### src/rtl/isa_io_cycle_if.sv
// Request and ISA bus signals of the I/O cycle engine.
// The master side issues requests and models the ISA target; the slave side is the engine.
interface isa_io_cycle_if;
    logic        start;
    logic        dir;
    logic [15:0] addr_in;
    logic [15:0] wdata_in;
    logic [15:0] isa_sa;
    logic [15:0] isa_sd_out;
    logic        isa_sd_oe;
    logic [15:0] isa_sd_in;
    logic        isa_ior_n;
    logic        isa_iow_n;
    logic        isa_aen;
    logic        isa_iochrdy;
    logic        busy;
    logic        done;
    logic        timeout;
    logic [15:0] rdata;

    modport master (
        output start, dir, addr_in, wdata_in, isa_sd_in, isa_iochrdy,
        input  isa_sa, isa_sd_out, isa_sd_oe, isa_ior_n, isa_iow_n, isa_aen,
               busy, done, timeout, rdata
    );

    modport slave (
        input  start, dir, addr_in, wdata_in, isa_sd_in, isa_iochrdy,
        output isa_sa, isa_sd_out, isa_sd_oe, isa_ior_n, isa_iow_n, isa_aen,
               busy, done, timeout, rdata
    );
endinterface

### src/rtl/isa_io_cycle.sv
// ISA I/O read/write cycle engine: setup, strobe, IOCHRDY wait with timeout, hold, done.
// Every bus-facing output comes straight from a flop so the strobes never glitch.
module isa_io_cycle #(
    parameter int unsigned SETUP_CYCLES  = 2,
    parameter int unsigned STROBE_CYCLES = 10,
    parameter int unsigned HOLD_CYCLES   = 2,
    parameter int unsigned RDY_TIMEOUT   = 255
) (
    input logic           clk,
    input logic           reset,
    isa_io_cycle_if.slave bus
);

    localparam int unsigned CntW = 10;

    typedef enum logic [2:0] {
        StIdle, StSetup, StStrobe, StWaitRdy, StHold, StDone
    } state_e;

    state_e            state_q, state_d;
    logic [CntW-1:0]   cnt_q, cnt_d;
    logic [15:0]       addr_q, addr_d;
    logic [15:0]       wdata_q, wdata_d;
    logic              dir_q, dir_d;
    logic              timeout_q, timeout_d;
    logic [15:0]       rdata_q, rdata_d;
    logic              rdy_s1_q, rdy_s2_q;
    logic              ior_n_q, ior_n_d;
    logic              iow_n_q, iow_n_d;
    logic              sd_oe_q, sd_oe_d;
    logic              aen_q, aen_d;
    logic              busy_q, busy_d;
    logic              done_q, done_d;
    logic              active;
    logic              strobing;

    always_comb begin
        state_d   = state_q;
        cnt_d     = cnt_q;
        addr_d    = addr_q;
        wdata_d   = wdata_q;
        dir_d     = dir_q;
        timeout_d = timeout_q;
        rdata_d   = rdata_q;

        case (state_q)
            StIdle: begin
                if (bus.start) begin
                    addr_d    = bus.addr_in;
                    wdata_d   = bus.wdata_in;
                    dir_d     = bus.dir;
                    timeout_d = 1'b0;
                    cnt_d     = CntW'(SETUP_CYCLES - 1);
                    state_d   = StSetup;
                end
            end
            StSetup: begin
                if (cnt_q == '0) begin
                    cnt_d   = CntW'(STROBE_CYCLES - 1);
                    state_d = StStrobe;
                end else begin
                    cnt_d = cnt_q - 1'b1;
                end
            end
            StStrobe: begin
                if (cnt_q != '0) begin
                    cnt_d = cnt_q - 1'b1;
                end else if (rdy_s2_q) begin
                    cnt_d   = CntW'(HOLD_CYCLES - 1);
                    state_d = StHold;
                end else begin
                    cnt_d   = CntW'(RDY_TIMEOUT - 1);
                    state_d = StWaitRdy;
                end
            end
            StWaitRdy: begin
                if (rdy_s2_q) begin
                    cnt_d   = CntW'(HOLD_CYCLES - 1);
                    state_d = StHold;
                end else if (cnt_q == '0) begin
                    timeout_d = 1'b1;
                    cnt_d     = CntW'(HOLD_CYCLES - 1);
                    state_d   = StHold;
                end else begin
                    cnt_d = cnt_q - 1'b1;
                end
            end
            StHold: begin
                if (cnt_q == '0) begin
                    state_d = StDone;
                end else begin
                    cnt_d = cnt_q - 1'b1;
                end
            end
            StDone:  state_d = StIdle;
            default: state_d = StIdle;
        endcase

        // Read data is taken on the strobe-to-hold edge, whether ready or timed out.
        if (state_d == StHold && state_q != StHold && dir_q) begin
            rdata_d = bus.isa_sd_in;
        end

        active   = state_d inside {StSetup, StStrobe, StWaitRdy, StHold};
        strobing = state_d inside {StStrobe, StWaitRdy};
        ior_n_d  = !(strobing && dir_d);
        iow_n_d  = !(strobing && !dir_d);
        sd_oe_d  = active && !dir_d;
        aen_d    = !active;
        busy_d   = active;
        done_d   = (state_d == StDone);
    end

    always_ff @(posedge clk or negedge reset) begin
        if (!reset) begin
            state_q   <= StIdle;
            cnt_q     <= '0;
            addr_q    <= '0;
            wdata_q   <= '0;
            dir_q     <= 1'b0;
            timeout_q <= 1'b0;
            rdata_q   <= '0;
            rdy_s1_q  <= 1'b1;
            rdy_s2_q  <= 1'b1;
            ior_n_q   <= 1'b1;
            iow_n_q   <= 1'b1;
            sd_oe_q   <= 1'b0;
            aen_q     <= 1'b1;
            busy_q    <= 1'b0;
            done_q    <= 1'b0;
        end else begin
            state_q   <= state_d;
            cnt_q     <= cnt_d;
            addr_q    <= addr_d;
            wdata_q   <= wdata_d;
            dir_q     <= dir_d;
            timeout_q <= timeout_d;
            rdata_q   <= rdata_d;
            rdy_s1_q  <= bus.isa_iochrdy;
            rdy_s2_q  <= rdy_s1_q;
            ior_n_q   <= ior_n_d;
            iow_n_q   <= iow_n_d;
            sd_oe_q   <= sd_oe_d;
            aen_q     <= aen_d;
            busy_q    <= busy_d;
            done_q    <= done_d;
        end
    end

    assign bus.isa_sa     = addr_q;
    assign bus.isa_sd_out = wdata_q;
    assign bus.isa_sd_oe  = sd_oe_q;
    assign bus.isa_ior_n  = ior_n_q;
    assign bus.isa_iow_n  = iow_n_q;
    assign bus.isa_aen    = aen_q;
    assign bus.busy       = busy_q;
    assign bus.done       = done_q;
    assign bus.timeout    = timeout_q;
    assign bus.rdata      = rdata_q;

endmodule

### src/flat_wrapper.sv
// flat-port wrapper written by rule: the top's interface ports become plain ports
module isa_io_cycle_flat 
#(
    parameter int unsigned SETUP_CYCLES  = 2,
    parameter int unsigned STROBE_CYCLES = 10,
    parameter int unsigned HOLD_CYCLES   = 2,
    parameter int unsigned RDY_TIMEOUT   = 255
)
  (clk, reset, bus_start, bus_dir, bus_addr_in, bus_wdata_in, bus_isa_sd_in, bus_isa_iochrdy, bus_isa_sa, bus_isa_sd_out, bus_isa_sd_oe, bus_isa_ior_n, bus_isa_iow_n, bus_isa_aen, bus_busy, bus_done, bus_timeout, bus_rdata);
  isa_io_cycle_if bus_i ();
  input logic clk;
  input logic reset;
  input wire logic [$bits(bus_i.start)-1:0] bus_start;
  input wire logic [$bits(bus_i.dir)-1:0] bus_dir;
  input wire logic [$bits(bus_i.addr_in)-1:0] bus_addr_in;
  input wire logic [$bits(bus_i.wdata_in)-1:0] bus_wdata_in;
  input wire logic [$bits(bus_i.isa_sd_in)-1:0] bus_isa_sd_in;
  input wire logic [$bits(bus_i.isa_iochrdy)-1:0] bus_isa_iochrdy;
  output wire logic [$bits(bus_i.isa_sa)-1:0] bus_isa_sa;
  output wire logic [$bits(bus_i.isa_sd_out)-1:0] bus_isa_sd_out;
  output wire logic [$bits(bus_i.isa_sd_oe)-1:0] bus_isa_sd_oe;
  output wire logic [$bits(bus_i.isa_ior_n)-1:0] bus_isa_ior_n;
  output wire logic [$bits(bus_i.isa_iow_n)-1:0] bus_isa_iow_n;
  output wire logic [$bits(bus_i.isa_aen)-1:0] bus_isa_aen;
  output wire logic [$bits(bus_i.busy)-1:0] bus_busy;
  output wire logic [$bits(bus_i.done)-1:0] bus_done;
  output wire logic [$bits(bus_i.timeout)-1:0] bus_timeout;
  output wire logic [$bits(bus_i.rdata)-1:0] bus_rdata;
  assign bus_i.start = bus_start;
  assign bus_i.dir = bus_dir;
  assign bus_i.addr_in = bus_addr_in;
  assign bus_i.wdata_in = bus_wdata_in;
  assign bus_i.isa_sd_in = bus_isa_sd_in;
  assign bus_i.isa_iochrdy = bus_isa_iochrdy;
  assign bus_isa_sa = bus_i.isa_sa;
  assign bus_isa_sd_out = bus_i.isa_sd_out;
  assign bus_isa_sd_oe = bus_i.isa_sd_oe;
  assign bus_isa_ior_n = bus_i.isa_ior_n;
  assign bus_isa_iow_n = bus_i.isa_iow_n;
  assign bus_isa_aen = bus_i.isa_aen;
  assign bus_busy = bus_i.busy;
  assign bus_done = bus_i.done;
  assign bus_timeout = bus_i.timeout;
  assign bus_rdata = bus_i.rdata;
  isa_io_cycle #(.SETUP_CYCLES(SETUP_CYCLES), .STROBE_CYCLES(STROBE_CYCLES), .HOLD_CYCLES(HOLD_CYCLES), .RDY_TIMEOUT(RDY_TIMEOUT)) u_core (.clk(clk), .reset(reset), .bus(bus_i));
endmodule
### config.mk
export PLATFORM = sky130hd
export DESIGN_NAME = isa_io_cycle_flat
export DESIGN_NICKNAME = d
export VERILOG_FILES = /design/src/rtl/isa_io_cycle_if.sv /design/src/rtl/isa_io_cycle.sv /design/src/flat_wrapper.sv
export SDC_FILE = /design/constraint.sdc
export NUM_CORES = 1
export LEC_CHECK = 0
export CAP_MARGIN = 25
export CORE_ASPECT_RATIO = 1.75
export CORE_MARGIN = 1
export CORE_UTILIZATION = 30
export CTS_CLUSTER_DIAMETER = 40
export CTS_CLUSTER_SIZE = 14
export DETAILED_ROUTE_END_ITERATION = 16
export DONT_BUFFER_PORTS = 1
export PLACE_DENSITY = 0.51
export RECOVER_POWER = 25
export SLEW_MARGIN = 10
export SYNTH_ARGS = -nofsm -noshare
export SYNTH_HDL_FRONTEND = slang
export SYNTH_SLANG_ARGS = --single-unit
### constraint.sdc
create_clock -name clk -period 3.43 [get_ports clk]
set_clock_uncertainty 0.2 [all_clocks]
set_input_delay 0.686 -clock clk [delete_from_list [all_inputs] [get_ports clk]]
set_output_delay 0.686 -clock clk [all_outputs]
set_load 0.05 [all_outputs]
Word-level counts from Yosys, hierarchy flattened. Cells that the tools add are included. Widths: inputs -> output; s select.

Input port bits: 53. Logic and storage cells: 71. Bits in registers: 71. Output and inout port bits: 55.

Reduce and logical (&&, ||, !) cells: 19. Mux-type cells: 22. Add/sub/neg operators: 1. Equality and inequality tests: 14.

Operator list (number): $mux 10 (6); $pmux 10 s5 (1); $mux 3 (7); $pmux 3 s5 (1); $eq 3x2->1 const B (4); $logic_not 10->1 (1); $reduce_bool 10->1 (1); $sub 10x1->10 const B (1); $eq 3x3->1 const B (3); $mux 8 (1); $eq 3x1->1 const B (2); $ne 2x2->1 const B (3); $logic_and 1x1->1 (5); $mux 1 (5); $reduce_bool 5->1 (1); $logic_not 1->1 (4); $reduce_and 4->1 (1); $reduce_bool 2->1 (2); $reduce_bool 4->1 (1); $logic_not 3->1 (1); $ne 3x3->1 const B (1); $reduce_and 3->1 (1); $ne 2x1->1 const B (1); $pmux 1 s2 (1); $reduce_and 2->1 (1).

Depth between registers and ports, before layout.
Depth in word-level cells: 8. Mapped depth: 8. Depth with buffers taken out: 8.

Worst setup path after synthesis. No wires, ideal clock.

Kind: reg-to-reg. Start: reg u_core.cnt_q[0]. End: reg u_core.rdata_q[0], in the netlist u_core.bus.rdata[0]. Buffers on the path: 1. Path slack: 0.900 ns. Setup time: 0.125 ns. Data required time: 3.105 ns. Arrival: 2.205 ns. Cell stages (with the launch flop): 9. Clock period less this slack: 2.530 ns. Cells stage by stage: dfrtp_1 inv_1 ha_1 or4b_2 nor3_4 maj3_1 nand3_4 buf_6 mux2_4.

Word-level cells in the longest chain between the ends: 7. Elaborated cells between the ends (all ways): 11. Classes of those cells: 1 x eq/ne; 6 x mux; 4 x reduce/logical.

Ends and longest elaborated chain: start, declared (line isa_io_cycle.sv:21) `logic [CntW-1:0] cnt_q, cnt_d;`; start signal, assigned (line isa_io_cycle.sv:133) `cnt_q <= cnt_d;`; $logic_not 10->1 (line isa_io_cycle.sv:58, isa_io_cycle.sv:80, isa_io_cycle.sv:89); $mux 3 (line isa_io_cycle.sv:80) `end else if (cnt_q == '0) begin`; $mux 3 (line isa_io_cycle.sv:77) `if (rdy_s2_q) begin`; $pmux 3 s5 * (line isa_io_cycle.sv:46) `case (state_q)`; $eq 3x3->1 * (line isa_io_cycle.sv:100) `if (state_d == StHold && state_q != StHold && dir_q) begin`; $logic_and 1x1->1 * (2 in series) (line isa_io_cycle.sv:100); end signal, assigned (line isa_io_cycle.sv:138) `rdata_q <= rdata_d;`; end, declared (line isa_io_cycle.sv:26) `logic [15:0] rdata_q, rdata_d;`.

Every way passes the cells marked *; elsewhere a longest branch is shown, timed or not. A chain may end at the register's enable or synchronous reset.

Worst setup path after layout.
Start: reg u_core.cnt_q[0]. End: reg u_core.cnt_q[5].

Word-level cells in the longest chain between the ends: 4. Elaborated cells between the ends (all ways): 11. Classes of those cells: 1 x add/sub; 1 x eq/ne; 6 x mux; 3 x reduce/logical.

Ends and longest elaborated chain (line): $sub 10x1->10 or $logic_not 10->1 (tied branches); $mux 10 (isa_io_cycle.sv:80); $mux 10 (isa_io_cycle.sv:77); $pmux 10 s5 (isa_io_cycle.sv:46).

Parallel ways exist; a longest one is shown, timed or not. The select of a mux whose other input is x is not followed.

==> metrics.log <==
INFO  metric run_status = complete, but fails checks
INFO  metric violations = max-capacitance violations, max-slew violations
INFO  metric power.sequential.fraction = 45.5%
INFO  metric cts.repair_timing.setup_buffer_count = 0
INFO  metric hold_depth = 0
INFO  metric num_vias = 1730
INFO  metric min-delay-start = u_core.rdy_s1_q
INFO  metric design_power_total = 2.192 mW
INFO  metric place_hpwl = 4335 um
INFO  metric first_pass_grt_wire_length = 9977 um
INFO  metric r2r-start = u_core.cnt_q[0]
INFO  metric worst_path_max_delay_cell = or4b_2
INFO  metric clock_tree_from_tritoncts = yes
INFO  metric synth_top_area_cell = dfrtp_1
INFO  metric final.hold.worst_slack = 155.7 ps
INFO  metric post_cts.resized_instances = 0
INFO  metric layout_worst_path_cycle_share = 79.04%
INFO  metric timing_worst_setup_path_type = flop to flop
INFO  metric fillerInstances = 917
INFO  metric net_sw_share = 22.42%
INFO  metric postSynthRegisterBits = 71
INFO  metric hold_viol_final = 0
INFO  metric hp-class = flop to flop
INFO  metric drive_gt1_share = 34.65%
INFO  metric antenna_left = 0
INFO  metric std_cell_rows = 47
INFO  metric p_int = 1.700 mW
INFO  metric maxClockFrequency = 368.9 MHz
INFO  metric worstPathMaxFanout = 10
INFO  metric regArea = 1783 um^2
INFO  metric drt-total-wl = 6262 um
INFO  metric post_syn_area = 2999 um^2
INFO  metric worst-slew-pin-transition = 1635 ps
INFO  metric cp.arrival = 2710 ps
INFO  metric final_net_count = 278
INFO  metric comb_power_share = 2.4%
INFO  metric num_io_pins = 108
INFO  metric synth_area_leaders = dfrtp_1 (55%), mux2_2 (15%), mux2_4 (5.0%)
INFO  metric vdd_ir_drop_max = 0.2494 mV
INFO  metric r2r_cells = 7
INFO  metric final_max_slew_viol_count = 67
INFO  metric rsz0062_at_grt = no
INFO  metric setup-violations-final = 0
INFO  metric pwr_density_cell = 623.9 nW/um^2
INFO  metric synth-seq-area-share = 59.45%
INFO  metric dominant_register_cell_in_the_synthesized_netlist = dfrtp_1
INFO  metric antenna_violations_before_repair = 0
INFO  metric total_nets_after_synthesis = 274
INFO  metric timing.reg2reg.setup_slack = 720 ps
INFO  metric met1_usage = 13.63%
INFO  metric cts_inserted_buffers = 9
INFO  metric multiInputGateArea = 1146 um^2
INFO  metric cts_root_buffer = clkbuf_16
INFO  metric route.detailed.drc = 0
INFO  metric synthArstFlopShare = 100.0%
INFO  metric max_cap_violation_count = 1
INFO  metric max-clock-path-buffers = 2
INFO  metric critical_path_cell_by_cell = inv_1 > ha_1 > or4b_2 > or3_1 > a21oi_4 > a21oi_1 > a221o_1
INFO  metric first_pass_iters = 4
INFO  metric hold_critical_path_endpoint = u_core.rdy_s2_q
INFO  metric synth_compound_area_share = 8.844%
INFO  metric grt.met2_usage = 21.68%
INFO  metric muxShareOfSynthArea = 19.98%
INFO  metric gr-usage-met3 = 3.946%
INFO  metric yosysMostFrequentCell = dfrtp_1
INFO  metric crit-reg2reg-capture = u_core.cnt_q[5]
INFO  metric syn-instance-count = 219
INFO  metric die_width = 77.58 um
INFO  metric setup.worst_path.end_class = flop
INFO  metric relSlewSlack = -9.013%
INFO  metric grt_overflow = 0
INFO  metric layout_min_cycle_time = 2711 ps
INFO  metric synth_adder_area_share = 1.168%
INFO  metric yosys.area_share.simple = 7.927%
INFO  metric clk-insertion-delay-late = 320 ps
INFO  metric grt_start_max_net_pins = 67
INFO  metric yosysWarningCount = 0
INFO  metric wl_per_cell = 17.89 um
INFO  metric power.switching = 491.6 uW
INFO  metric num_antenna_cells = 0
INFO  metric globalplace.congestion = 0.8140
INFO  metric synth-xor-area-share = 0%
INFO  metric dominant_combinational_cell_family_by_area_after_synthesis = multiplexers
INFO  metric grt_pass1_vias = 1875
INFO  metric static-leakage-power = 1.528 nW
INFO  metric syn_area_per_cell = 13.69 um^2
INFO  metric start_util = 31.29%
INFO  metric synth_top_cell_area_share = 55.07%
INFO  metric die_area = 10420 um^2
INFO  metric synth.distinct_cells = 38
INFO  metric areaGrowthSynthToFinish = 17.15%
INFO  metric placeableCoreArea = 9585 um^2
INFO  metric via_per_inst = 4.943
INFO  metric critical-path-max-stage-delay = 630 ps
INFO  metric synth_edf_count = 0
INFO  metric start_kind = flop
INFO  metric cell_types_with_the_highest_counts_after_synthesis = dfrtp_1 (66), mux2_2 (39), mux2_4 (10)
INFO  metric detailedRoute.firstIterationViolations = 58
INFO  metric tns = 0 ps
INFO  metric post_cts_hold_buffer_count = 2
INFO  metric worstPathRequired = 3430 ps
INFO  metric fin_util = 36.65%
INFO  metric grt_util_all_layers = 12.74%
INFO  metric p_clk_share = 52.1%
INFO  metric fp.dieH = 134.3 um
INFO  metric cts.clk_slew.worst_paths = 60 ps
INFO  metric grt_most_used_layer = met2
INFO  metric clock_sink_count = 71
INFO  metric cts_htree_levels = 3
INFO  metric port-buffer-count = 0
-- state kept, by name, indices dropped and copies added, names as in the netlist --
signal                 cells
u_core.bus.busy            1
u_core.bus.done            1
u_core.bus.isa_aen         1
u_core.bus.isa_ior_n       1
u_core.bus.isa_iow_n       1
u_core.bus.isa_sa         16
u_core.bus.isa_sd_oe       1
u_core.bus.isa_sd_out     16
u_core.bus.rdata          16
u_core.bus.timeout         1
u_core.cnt_q              10
u_core.dir_q               1
u_core.rdy_s1_q            1
u_core.rdy_s2_q            1
u_core.state_q             3
-- cell type report --
type | count | area share [%]
clock inverters | 5 | 3.668
repair buffers | 5 | 1.068
flip-flops and latches | 71 | 50.75
well taps | 122 | 4.345
clock buffers | 11 | 6.909
inverters | 6 | 0.6410
multi-input cells | 130 | 32.62
-- kinds of logic after synthesis --
kind of cell    count (synthesis)
compound gates                 38
simple gates                   39
mux                            50
flops                          71
buf+inv                        18
fa+ha+maj                       3
-- cells in the final DEF, fill, tap and decap left out, types with 3 or more instances in the layout --
master / synthesis / layout
nor2b_1: 3 / 3
dfrtp_1: 66 / 66
o2bb2ai_1: 5 / 5
nor2_1: 7 / 7
o21ai_0: 8 / 8
mux2_4: 10 / 10
nand2b_1: 4 / 4
inv_1: 6 / 6
nand2_1: 7 / 7
buf_4: 0 / 3
a21oi_1: 8 / 8
bufinv_16: 0 / 4
o21a_1: 3 / 3
dfstp_2: 5 / 5
clkbuf_16: 0 / 9
nor3_1: 5 / 5
mux2_2: 39 / 39
a21o_1: 4 / 4
-- routing by layer --
| metal | vias to the layer above | share of wire (%) |
|---|---|---|
| li1 | 791 | - |
| met1 | 859 | 37 |
| met2 | 68 | 55 |
| met3 | 12 | 5.3 |
| met4 | 0 | 3.1 |
| met5 | - | 0 |
-- worst max-delay path by stage --
stage | endpoint | startpoint
after CTS | u_core.bus.rdata[9] | u_core.cnt_q[0]
after detailed placement | u_core.cnt_q[5] | u_core.cnt_q[0]
final | u_core.cnt_q[5] | u_core.cnt_q[0]
after floorplan | u_core.bus.rdata[0] | u_core.cnt_q[0]
after global placement | u_core.bus.rdata[11] | u_core.cnt_q[0]
after global routing | u_core.cnt_q[5] | u_core.cnt_q[0]
-- power by group through the flow --
stage	Combinational (mW)	Clock [mW]	Sequential [mW]
after global placement	0.0338	0	1.01
after CTS	0.0585	1.18	0.999
final	0.0525	1.14	0.998
after floorplan	0.0327	0	1.01
after detailed placement	0.0356	0	1.01
after global routing	0.0605	1.21	1.00
-- stage by stage --
step	std cells	cell area (um^2)	worst slack (ps)
after floorplan	219	2999	900.0
after global placement	332	3127	787.5
after detailed placement	332	3127	728.3
after CTS	350	3536	727.9
after global routing	350	3513	635.0
final	350	3513	719.0
-- critical path: cells and delay by family, from the launching register on --
family,cells,cell delay (ps)
flip-flops,1,400
buffers and inverters,1,120
adder cells (fa/ha/maj),1,150
AND/OR/NAND/NOR,2,1090
AO/OA/AOI/OAI,3,630
(Power assumes the default switching activity.)
